[config.mk]
export PLATFORM = sky130hd
export DESIGN_NAME = vga_timing_gen
export DESIGN_NICKNAME = d
export VERILOG_FILES = /design/src/rtl/vga_timing_gen.sv
export SDC_FILE = /design/constraint.sdc
export NUM_CORES = 1
export LEC_CHECK = 0
export CORE_ASPECT_RATIO = 2
export CORE_MARGIN = 2
export CORE_UTILIZATION = 55
export CTS_CLUSTER_SIZE = 20
export DETAILED_ROUTE_END_ITERATION = 10
export PLACE_DENSITY = 0.91
export SYNTH_ARGS = -nofsm -noshare
export SYNTH_HDL_FRONTEND = slang
export SYNTH_SLANG_ARGS = --single-unit
[constraint.sdc]
create_clock -name clk -period 3.3 [get_ports clk]
set_input_delay 0.495 -clock clk [delete_from_list [all_inputs] [get_ports clk]]
set_output_delay 0.495 -clock clk [all_outputs]
set_load 0.05 [all_outputs]
[src/rtl/vga_timing_gen.sv]
// VGA timing generator and framebuffer scan-out: pixel-clock enable, h/v counters, RAM address
// generation with optional 2x replication, and sync/colour re-timed by the RAM read latency.
module vga_timing_gen #(
  parameter int unsigned CLK_DIV  = 4,
  parameter int unsigned H_ACTIVE = 640,
  parameter int unsigned H_FP     = 16,
  parameter int unsigned H_SYNC   = 96,
  parameter int unsigned H_BP     = 48,
  parameter int unsigned V_ACTIVE = 480,
  parameter int unsigned V_FP     = 10,
  parameter int unsigned V_SYNC   = 2,
  parameter int unsigned V_BP     = 33,
  parameter int unsigned HS_POL   = 0,
  parameter int unsigned VS_POL   = 0,
  parameter int unsigned IMG_W    = 320,
  parameter int unsigned IMG_H    = 240,
  parameter int unsigned IMG_X    = 0,
  parameter int unsigned IMG_Y    = 0,
  parameter int unsigned SCALE    = 1,
  parameter int unsigned RAM_LAT  = 1,
  parameter int unsigned PIX_W    = 12
) (
  input  logic             clk,
  input  logic             rst,
  input  logic [PIX_W-1:0] ram_pixel,
  output logic [7:0]       row_read,
  output logic [8:0]       col_read,
  output logic             rd_en,
  output logic             vga_hs,
  output logic             vga_vs,
  output logic [3:0]       vga_r,
  output logic [3:0]       vga_g,
  output logic [3:0]       vga_b,
  output logic             h_free,
  output logic             v_free,
  output logic             frame_start,
  output logic             line_start
);

  localparam int unsigned H_TOTAL = H_ACTIVE + H_FP + H_SYNC + H_BP;
  localparam int unsigned V_TOTAL = V_ACTIVE + V_FP + V_SYNC + V_BP;
  localparam int unsigned DIV_W   = (CLK_DIV > 1) ? $clog2(CLK_DIV) : 1;
  localparam int unsigned HC_W    = $clog2(H_TOTAL);
  localparam int unsigned VC_W    = $clog2(V_TOTAL);
  localparam int unsigned PIPE    = RAM_LAT + 2;

  logic [DIV_W-1:0] div_q;
  logic [HC_W-1:0]  hc_q;
  logic [VC_W-1:0]  vc_q;
  logic             pix_ce, hc_last, vc_last;

  // Gated by rst so CLK_DIV=1 cannot strobe while held in reset.
  assign pix_ce  = !rst && (32'(div_q) == CLK_DIV - 1);
  assign hc_last = (32'(hc_q) == H_TOTAL - 1);
  assign vc_last = (32'(vc_q) == V_TOTAL - 1);

  always_ff @(posedge clk or posedge rst) begin
    if (rst) begin
      div_q <= '0;
      hc_q  <= '0;
      vc_q  <= '0;
    end else begin
      div_q <= pix_ce ? '0 : div_q + 1'b1;
      if (pix_ce) begin
        hc_q <= hc_last ? '0 : hc_q + 1'b1;
        if (hc_last) vc_q <= vc_last ? '0 : vc_q + 1'b1;
      end
    end
  end

  logic [31:0] hx, vy;
  logic [8:0]  col_nxt;
  logic [7:0]  row_nxt;
  logic        in_win, hs_raw, vs_raw;

  // Offsets wrap to large values left of / above the image, so one compare covers both edges.
  always_comb begin
    hx      = 32'(hc_q) - IMG_X;
    vy      = 32'(vc_q) - IMG_Y;
    in_win  = (32'(hc_q) < H_ACTIVE) && (32'(vc_q) < V_ACTIVE) &&
              (hx < IMG_W * SCALE) && (vy < IMG_H * SCALE);
    col_nxt = 9'((SCALE == 2) ? (hx >> 1) : hx);
    row_nxt = 8'((SCALE == 2) ? (vy >> 1) : vy);
    hs_raw  = (32'(hc_q) >= H_ACTIVE + H_FP) && (32'(hc_q) < H_ACTIVE + H_FP + H_SYNC);
    vs_raw  = (32'(vc_q) >= V_ACTIVE + V_FP) && (32'(vc_q) < V_ACTIVE + V_FP + V_SYNC);
  end

  assign h_free      = (32'(hc_q) < H_ACTIVE);
  assign v_free      = (32'(vc_q) < V_ACTIVE);
  assign line_start  = pix_ce && (hc_q == '0);
  assign frame_start = pix_ce && (hc_q == '0) && (vc_q == '0);

  logic [PIPE-1:0]  hs_p, vs_p;
  logic [RAM_LAT:0] win_p;
  logic [11:0]      rgb_q;

  // Stage 0 lines up with the address register; stage RAM_LAT with valid ram_pixel.
  always_ff @(posedge clk or posedge rst) begin
    if (rst) begin
      row_read <= '0;
      col_read <= '0;
      hs_p     <= '0;
      vs_p     <= '0;
      win_p    <= '0;
      rgb_q    <= '0;
    end else if (pix_ce) begin
      row_read <= in_win ? row_nxt : '0;
      col_read <= in_win ? col_nxt : '0;
      hs_p[0]  <= hs_raw;
      vs_p[0]  <= vs_raw;
      win_p[0] <= in_win;
      for (int k = 1; k < PIPE; k++) begin
        hs_p[k] <= hs_p[k-1];
        vs_p[k] <= vs_p[k-1];
      end
      for (int k = 1; k <= RAM_LAT; k++) win_p[k] <= win_p[k-1];
      rgb_q <= win_p[RAM_LAT] ? ram_pixel[11:0] : '0;
    end
  end

  assign rd_en  = pix_ce && win_p[0];
  assign vga_hs = hs_p[PIPE-1] ^ (HS_POL == 0);
  assign vga_vs = vs_p[PIPE-1] ^ (VS_POL == 0);
  assign vga_r  = rgb_q[11:8];
  assign vga_g  = rgb_q[7:4];
  assign vga_b  = rgb_q[3:0];

endmodule

# [After elaboration in Yosys (flattened, before gate mapping)]
# Index checks and enable logic that the tools add are counted.
[classes] addsub=3 order_cmp=8 eq_ne=3 n_mux=6 n_bitwise=2 n_reduce_logical=13
[ops] cell="$lt 10x9->1 const B" n=3
[ops] cell="$add 10x1->10 const B" n=2
[ops] cell="$eq 10x10->1 const B" n=2
[ops] cell="$logic_not 10->1" n=2
[ops] cell="$lt 10x10->1 const B" n=2
[ops] cell="$mux 10" n=2
[ops] cell="$mux 12" n=1
[ops] cell="$ge 10x10->1 const B" n=1
[ops] cell="$ge 10x9->1 const B" n=1
[ops] cell="$lt 10x8->1 const B" n=1
[ops] cell="$logic_and 1x1->1" n=9
[ops] cell="$mux 9" n=1
[ops] cell="$mux 8" n=1
[ops] cell="$add 2x1->2 const B" n=1
[ops] cell="$eq 2x2->1 const B" n=1
[ops] cell="$mux 2" n=1
[ops] cell="$not 1->1" n=2
[ops] cell="$reduce_and 2->1" n=1
[ops] cell="$logic_not 1->1" n=1
[word_totals] ff_bits=59 out_inout_bits=36 elab_cells=44

# [Longest topological paths before layout]
# Gate-level depths: netlist (run 1).
[depth] word_depth=5 depth_mapped=6

# [Worst setup path after synthesis (run 1)]
# OpenSTA, ideal clock, no wires.
[synth_path] kind="register to output" from="register hc_q[0]" to="output port frame_start" arrival_time_ns=3.093 t_required_ns=2.805 path_slack_ns=-0.288 stages_incl_launch_ff=7 n_path_buf=0 path_cell_list="dfrtp_1 > inv_1 > ha_1 > nor4b_1 > nand2_1 > nor4_1 > and4_1"
[synth_between] elab_chain_cells=3
[synth_rtl] element="from (decl)" line_no="48" rtl="logic [HC_W-1:0] hc_q;"
[synth_rtl] element="from (signal assigned)" line_no="65" rtl="hc_q <= hc_last ? '0 : hc_q + 1'b1;"
[synth_rtl] element="$logic_not 10->1"
[synth_rtl] element="$logic_and 1x1->1"
[synth_rtl] element="named net line_start" line_no="37" rtl="output logic line_start"
[synth_rtl] element="$logic_and 1x1->1" line_no="91" rtl="assign frame_start = pix_ce && (hc_q == '0) && (vc_q == '0);"
[synth_rtl] element="to (decl)" line_no="36" rtl="output logic frame_start,"
# The timed path passes the listed nets, and every way through them passes these cells.

# [Worst setup path after layout (run 1)]
[layout_path] from="input port rst" to="output port line_start"
[layout_between] elab_chain_cells=3
[layout_rtl] element="from (decl)" line_no="24" rtl="input logic rst,"
[layout_rtl] element="$logic_not 1->1 (no line)"
[layout_rtl] element="$logic_and 1x1->1" line_no="53" rtl="assign pix_ce = !rst && (32'(div_q) == CLK_DIV - 1);"
[layout_rtl] element="$logic_and 1x1->1" line_no="90" rtl="assign line_start = pix_ce && (hc_q == '0);"
[layout_rtl] element="to (decl)" line_no="37"
# Every way passes these cells.

==> impl_metrics.csv, run 1 <==
group,metric,value,unit
clock_tree,cts_tree,"yes",
power_and_ir_drop,comb_power_share,4.7,%
floorplanning,core_area,4554,µm²
detailed_routing,drt-total-wl,5.784,mm
worst_hold_path,min_from,"div_q[0]",
sta,hold_viol,0,
clock_tree,cts_buffer_depth,2,
critical_path,cp.arrival,2.46,ns
synth,ys_types,38,
final_layout,fin_nets,322,
critical_path,worstRegToRegCells,6,
sta,worst_pin_slew,0.7065,ns
floorplanning,row_count,35,
place,placed_area,3133,µm²
critical_path,reg2reg_from,"hc_q[0]",
clock_tree,cts-root-buf,"clkbuf_8",
clock_tree,cts_num_sinks,59,
grt,grt_pass1_wl,9.453,mm
critical_path,crit_type,"input port to output pin",
detailed_routing,vias,2086,
grt,met2_usage,39.71,%
clock_tree,clk_latency,0.34,ns
clock_tree,cts_resized,0,
synth,synth_flop_cell,"dfrtp_1",
final_layout,diodes,0,
power_and_ir_drop,power,1.495,mW
detailed_routing,postRouteAntennaNets,0,
floorplanning,dieArea,5315,µm²
synth,synthArstFlopShare,100.0,%
power_and_ir_drop,intPower,1.142,mW
sta,rsz0062_at_grt,"no",
synth,synth_enable_flop_cells,0,
detailed_routing,wl_per_cell,15.93,µm
final_layout,seq_area,1476,µm²
critical_path,critPathMaxFanout,4,
clock_tree,numCtsBuffers,9,
grt,gr-total-overflow,0,
power_and_ir_drop,pwr_density_cell,449.3,nW/µm²
clock_tree,cts.reportedPaths.clkPinSlew,0.06,ns
place,place_inst,347,
synth,synth_seq_cells,59,
grt,antenna_found_initial,0,
final_layout,fillCellCount,341,
sta,finClkSkew,0.005359,ns
grt,grt_pass1_vias,2004,
synth,synth_cells,255,
sta,period_share,89.41,%
detailed_routing,routed_via_density,5.747,
grt,grt_use_total,24.69,%
run,cap_violations,0,
power_and_ir_drop,swShare,23.57,%
sta,fin_crit,2.951,ns
detailed_routing,first_iter_violations,88,
synth,synth_area_per_cell,10.17,µm²
grt,met3_usage,6.083,%
power_and_ir_drop,pwr-share-seq,52.4,%
final_layout,design_area,3327,µm²
synth,seq_area_frac_synth,56.92,%
power_and_ir_drop,p_leak,1.578,nW
sta,setup_tns,0,ns
floorplanning,die_h,101.1,µm
sta,clock.fmax,338.9,MHz
place,routabilityCongestion,0.8490,
clock_tree,holdBufCountCts,0,
power_and_ir_drop,vdd_ir_drop_max,469.4,µV
grt,grt_max_degree,60,
final_layout,drive_gt1_share,10.06,%
synth,syn_nets,274,
power_and_ir_drop,pwr-share-clk,42.8,%
sta,setup_viol,0,
sta,drv_slew,0,
grt,grt.met1_usage,29.25,%
power_and_ir_drop,switching_power,0.3522,mW
floorplanning,die_w,52.56,µm
clock_tree,postCtsSetupBuffers,0,
final_layout,fin_util,73.05,%
final_layout,multi_input_area,1015,µm²
critical_path,start_kind,"input port",
worst_hold_path,holdPathStages,1,
floorplanning,start_util,56.95,%
critical_path,r2r_setup_slack,1.16,ns
critical_path,crit_required,2.80,ns
synth,syn_area,2594,µm²
floorplanning,boundaryPins,50,
clock_tree,htree_num_levels,3,
final_layout,instances_no_fill,363,
place,numPortBuffers,49,
synth,yosysWarnings,0,
detailed_routing,drc,0,
place,dp_hpwl,3.893,mm
grt,grt_busiest_layer,"met2",
worst_hold_path,whs_endpoint,"div_q[0]",
critical_path,critPathCaptureType,"output pin",
critical_path,reg2reg_to,"vc_q[4]",
detailed_routing,drt-pass1-iter-count,5,
final_layout,area_growth,28.27,%
worst_hold_path,min_path_type,"flip-flop to flip-flop",
run_status,status,"finished, final reports clean",
sta,slew_headroom,52.46,%
[critical path: stages]
cell and delay (ns):
clkdlybuf4s50_1 0.49, nor3b_1 0.30, nand2_1 0.10, nor4_2 0.21
clkdlybuf4s50_1 0.86
[how the worst max path moves through the flow]
stage / from / endpoint / slack (ns)
2_1_floorplan: hc_q[0] / frame_start / 0.37
3_3_place_gp: rst / line_start / 0.44
3_5_place_dp: rst / line_start / 0.41
4_1_cts: rst / line_start / 0.36
5_1_grt: rst / line_start / 0.23
6_report: rst / line_start / 0.35
[synthesized netlist by cell type, types with 3 or more instances]
cell type  instances  area [µm²]
dfrtp_1           59        1476
nor4_1             4       25.02
nor2_1             8       30.03
xor2_1            10       87.58
a22o_1            16       140.1
nand4_1            6       37.54
a21oi_1            3       15.01
o21ai_0           10       50.05
inv_1             10       37.54
and2_1             3       18.77
nor3_1             4       20.02
clkbuf_1          13       48.80
ha_1               5       62.56
nand2_1           52       195.2
nand3_1           22       110.1
[power groups by stage]
stage	Clock [mW]	Combinational (mW)	Sequential, mW
final	0.640	0.0707	0.784
after global routing	0.678	0.0827	0.787
after CTS	0.653	0.0715	0.783
after detailed placement	0	0.0704	0.796
after global placement	0	0.0693	0.794
after floorplan	0	0.0598	0.771
[registers in the layout (all words and copies together), names as in the netlist]
| register | flops |
|---|---|
| col_read | 9 |
| div_q | 2 |
| hc_q | 10 |
| hs_p | 3 |
| rgb_q | 12 |
| row_read | 8 |
| vc_q | 10 |
| vs_p | 3 |
| win_p | 2 |
[per-stage QoR]
step	setup WS [ns]	hold slack, ns
6_report	0.3494	0.4347
5_1_grt	0.2269	0.4763
4_1_cts	0.3552	0.4369
3_5_place_dp	0.4078	0.4287
3_3_place_gp	0.4406	0.4185
2_1_floorplan	0.3704	0.4099
[cell type report]
cell class	instances	area share [%]
Timing Repair Buffer	54	16.10
Multi-Input combinational cell	169	30.50
Inverter	10	1.128
Clock buffer	11	4.250
Clock inverter	5	1.580
Sequential cell	59	44.38
Tap cell	55	2.068
[logic make-up after synthesis]
kind of cell | after synthesis | synth area share [%]
AOI/OAI and AO/OA | 37 | 10.37
xor gates and xnor gates | 12 | 4.052
adders and majority gates | 5 | 2.412
buffers and inverters | 27 | 4.293
DFF | 59 | 56.92
muxes | 1 | 0.3859
and+or+nand+nor | 114 | 21.56
[cells in the final DEF, fill, tap and decap left out, drive strengths merged, types with 8 or more instances in the layout]
cell type / instances
nand3: 22
a22o: 17
clkbuf: 11
clkdlybuf4s50: 47
o21ai: 10
nand2: 52
nor2: 8
inv: 10
dfrtp: 59
xor2: 10
[layer usage]
metal,part of all wire [%],wire (µm),vias to the layer above
li1,-,-,980
met1,38,2226,998
met4,3.1,180,0
met5,0,0,-
met2,53,3062,93
met3,5.4,314,15
(Power assumes the default switching activity.)
==> run 2: changes to the inputs <==
--- a/config.mk
+++ b/config.mk
@@ -5,6 +5,7 @@
 export SDC_FILE = /design/constraint.sdc
 export NUM_CORES = 1
 export LEC_CHECK = 0
+export CAP_MARGIN = 30
 export CORE_ASPECT_RATIO = 2
 export CORE_MARGIN = 2
 export CORE_UTILIZATION = 55
==> constraint.sdc (replaced) <==
create_clock -name clk -period 3.8 [get_ports clk]
set_input_delay 0.57 -clock clk [delete_from_list [all_inputs] [get_ports clk]]
set_output_delay 0.57 -clock clk [all_outputs]
set_load 0.05 [all_outputs]
==> run 2 against run 1 <==
Against the previous run: hold slack better by 0.0013 ns; flip-flop and latch count unchanged; final area down 0.41%; critical endpoint is now frame_start; final cell count down 0.28%.
==> impl_metrics.csv, run 2 (same netlist as run 1, synthesis figures left out) <==
group,metric,value,unit
clock_tree,cts.reportedPaths.clkPinSlew,0.06,ns
sta,period_share,88.94,%
clock_tree,htree_num_levels,3,
sta,hold_viol,0,
final_layout,drive_gt1_share,8.469,%
detailed_routing,drt-pass1-iter-count,4,
sta,setup_tns,0,ns
detailed_routing,routed_via_density,5.754,
critical_path,critPathMaxFanout,4,
place,dp_hpwl,4.130,mm
floorplanning,core_area,4554,µm²
critical_path,crit_path_frequent_cell,"clkdlybuf4s50_1",
clock_tree,postCtsSetupBuffers,0,
floorplanning,die_h,101.1,µm
clock_tree,cts_resized,0,
grt,grt_use_total,25.39,%
floorplanning,dieArea,5315,µm²
sta,finClkSkew,0.004887,ns
grt,gr-total-overflow,0,
final_layout,fin_util,72.75,%
clock_tree,cts-root-buf,"clkbuf_8",
final_layout,biggestRegsByFlops,"rgb_q (12), hc_q (10), vc_q (10)",
critical_path,crit_type,"input port to output pin",
sta,clock.fmax,295.9,MHz
final_layout,diodes,0,
final_layout,largest_reg_flops,12,
grt,grt_max_degree,60,
clock_tree,clk_latency,0.33,ns
final_layout,top_register,"rgb_q",
floorplanning,boundaryPins,50,
final_layout,final_cell_mix,"dfrtp_1, nand2_1, clkdlybuf4s50_1",
final_layout,fillCellCount,339,
power_and_ir_drop,switching_power,0.2875,mW
power_and_ir_drop,pwr-share-seq,52.3,%
worst_hold_path,min_path_type,"flip-flop to flip-flop",
critical_path,crit_required,3.23,ns
power_and_ir_drop,swShare,22.16,%
place,preCtsSetupSlack,0.4533,ns
sta,setup_viol,0,
detailed_routing,first_iter_violations,63,
critical_path,cp.arrival,2.81,ns
critical_path,critPathMaxStageDelay,0.80,ns
critical_path,critPathCaptureType,"output pin",
critical_path,start_kind,"input port",
place,routabilityCongestion,0.8923,
detailed_routing,wl_per_cell,16.20,µm
power_and_ir_drop,vdd_ir_drop_max,321.3,µV
critical_path,crit_buf_inv,2,
floorplanning,die_w,52.56,µm
power_and_ir_drop,comb_power_share,4.8,%
sta,fin_ws,0.4202,ns
sta,worst_pin_slew,0.7050,ns
critical_path,path_cells,"clkdlybuf4s50_1 -> nor3b_1 -> nand2_1 -> nor4_1 -> and4_1 -> clkdlybuf4s50_1",
sta,rsz0062_at_grt,"no",
place,numPortBuffers,49,
clock_tree,cts_tree,"yes",
final_layout,mostFrequentLayoutCell,"dfrtp_1",
detailed_routing,drt-total-wl,5.864,mm
clock_tree,cts_buffer_depth,2,
grt,antenna_found_initial,0,
power_and_ir_drop,intPower,1.010,mW
grt,grt_pass1_wl,9.784,mm
final_layout,design_area,3313,µm²
detailed_routing,postRouteAntennaNets,0,
floorplanning,start_util,56.95,%
detailed_routing,drc,0,
sta,slew_headroom,53.00,%
final_layout,area_growth,27.74,%
detailed_routing,vias,2083,
sta,fin_crit,3.380,ns
power_and_ir_drop,pwr-share-clk,42.9,%
final_layout,fin_nets,322,
power_and_ir_drop,p_leak,1.571,nW
critical_path,crit_slowest_cell,"clkdlybuf4s50_1",
place,placed_area,3119,µm²
power_and_ir_drop,pwr_density_cell,391.7,nW/µm²
run,cap_violations,0,
clock_tree,holdBufCountCts,0,
clock_tree,cts_num_sinks,59,
grt,grt_pass1_vias,2027,
floorplanning,row_count,35,
critical_path,crit_family,"buffers and inverters",
run_status,status,"finished, final reports clean",
clock_tree,numCtsBuffers,9,
sta,drv_slew,0,
run 2: power groups by stage:
| stage | combinational (mW) | clock, mW | sequential, mW |
|---|---|---|---|
| 6_report | 0.0620 | 0.557 | 0.679 |
| 3_5_place_dp | 0.0629 | 0 | 0.689 |
| 5_1_grt | 0.0712 | 0.595 | 0.683 |
| 3_3_place_gp | 0.0599 | 0 | 0.688 |
| 4_1_cts | 0.0636 | 0.569 | 0.678 |
| 2_1_floorplan | 0.0509 | 0 | 0.669 |
run 2: worst paths after layout:
check	start	to	slack (ns)	depth (start not counted)
max	rst	frame_start	0.42	6
min	div_q[0]	div_q[0]	0.44	1
max reg2reg	hc_q[0]	vc_q[9]	1.83	5
min reg2reg	div_q[0]	div_q[0]	0.44	1
max in group asynchronous	rst	rgb_q[4]	2.44	3
min in group asynchronous	rst	div_q[1]	0.90	3
run 2: through the flow:
step	hold slack, ns	power, mW	std cells
finish	0.4360	1.298	362
global route	0.4630	1.349	362
CTS	0.4351	1.311	362
detailed placement	0.4275	0.7522	347
global placement	0.4184	0.7475	347
floorplan	0.4099	0.7201	255
run 2: cell type report:
type	instances	area [µm²]	area share [%]
clock buffer	13	158.9	4.796
clock inverter	2	35.03	1.057
inverter	10	37.54	1.133
multi-input combinational	169	1008	30.44
sequential	59	1476	44.56
tap	55	68.82	2.077
timing repair buffer	54	528.0	15.94
run 2: layer usage:
layer | vias up | routed length (µm) | part of all wire, % | track usage (%)
met2 | 73 | 3243 | 55 | 43.17
met4 | 0 | 180 | 3.1 | 14.20
met5 | - | 0 | 0 | 0
met1 | 1019 | 2198 | 37 | 28.69
met3 | 19 | 243 | 4.1 | 5.193
li1 | 972 | - | - | -
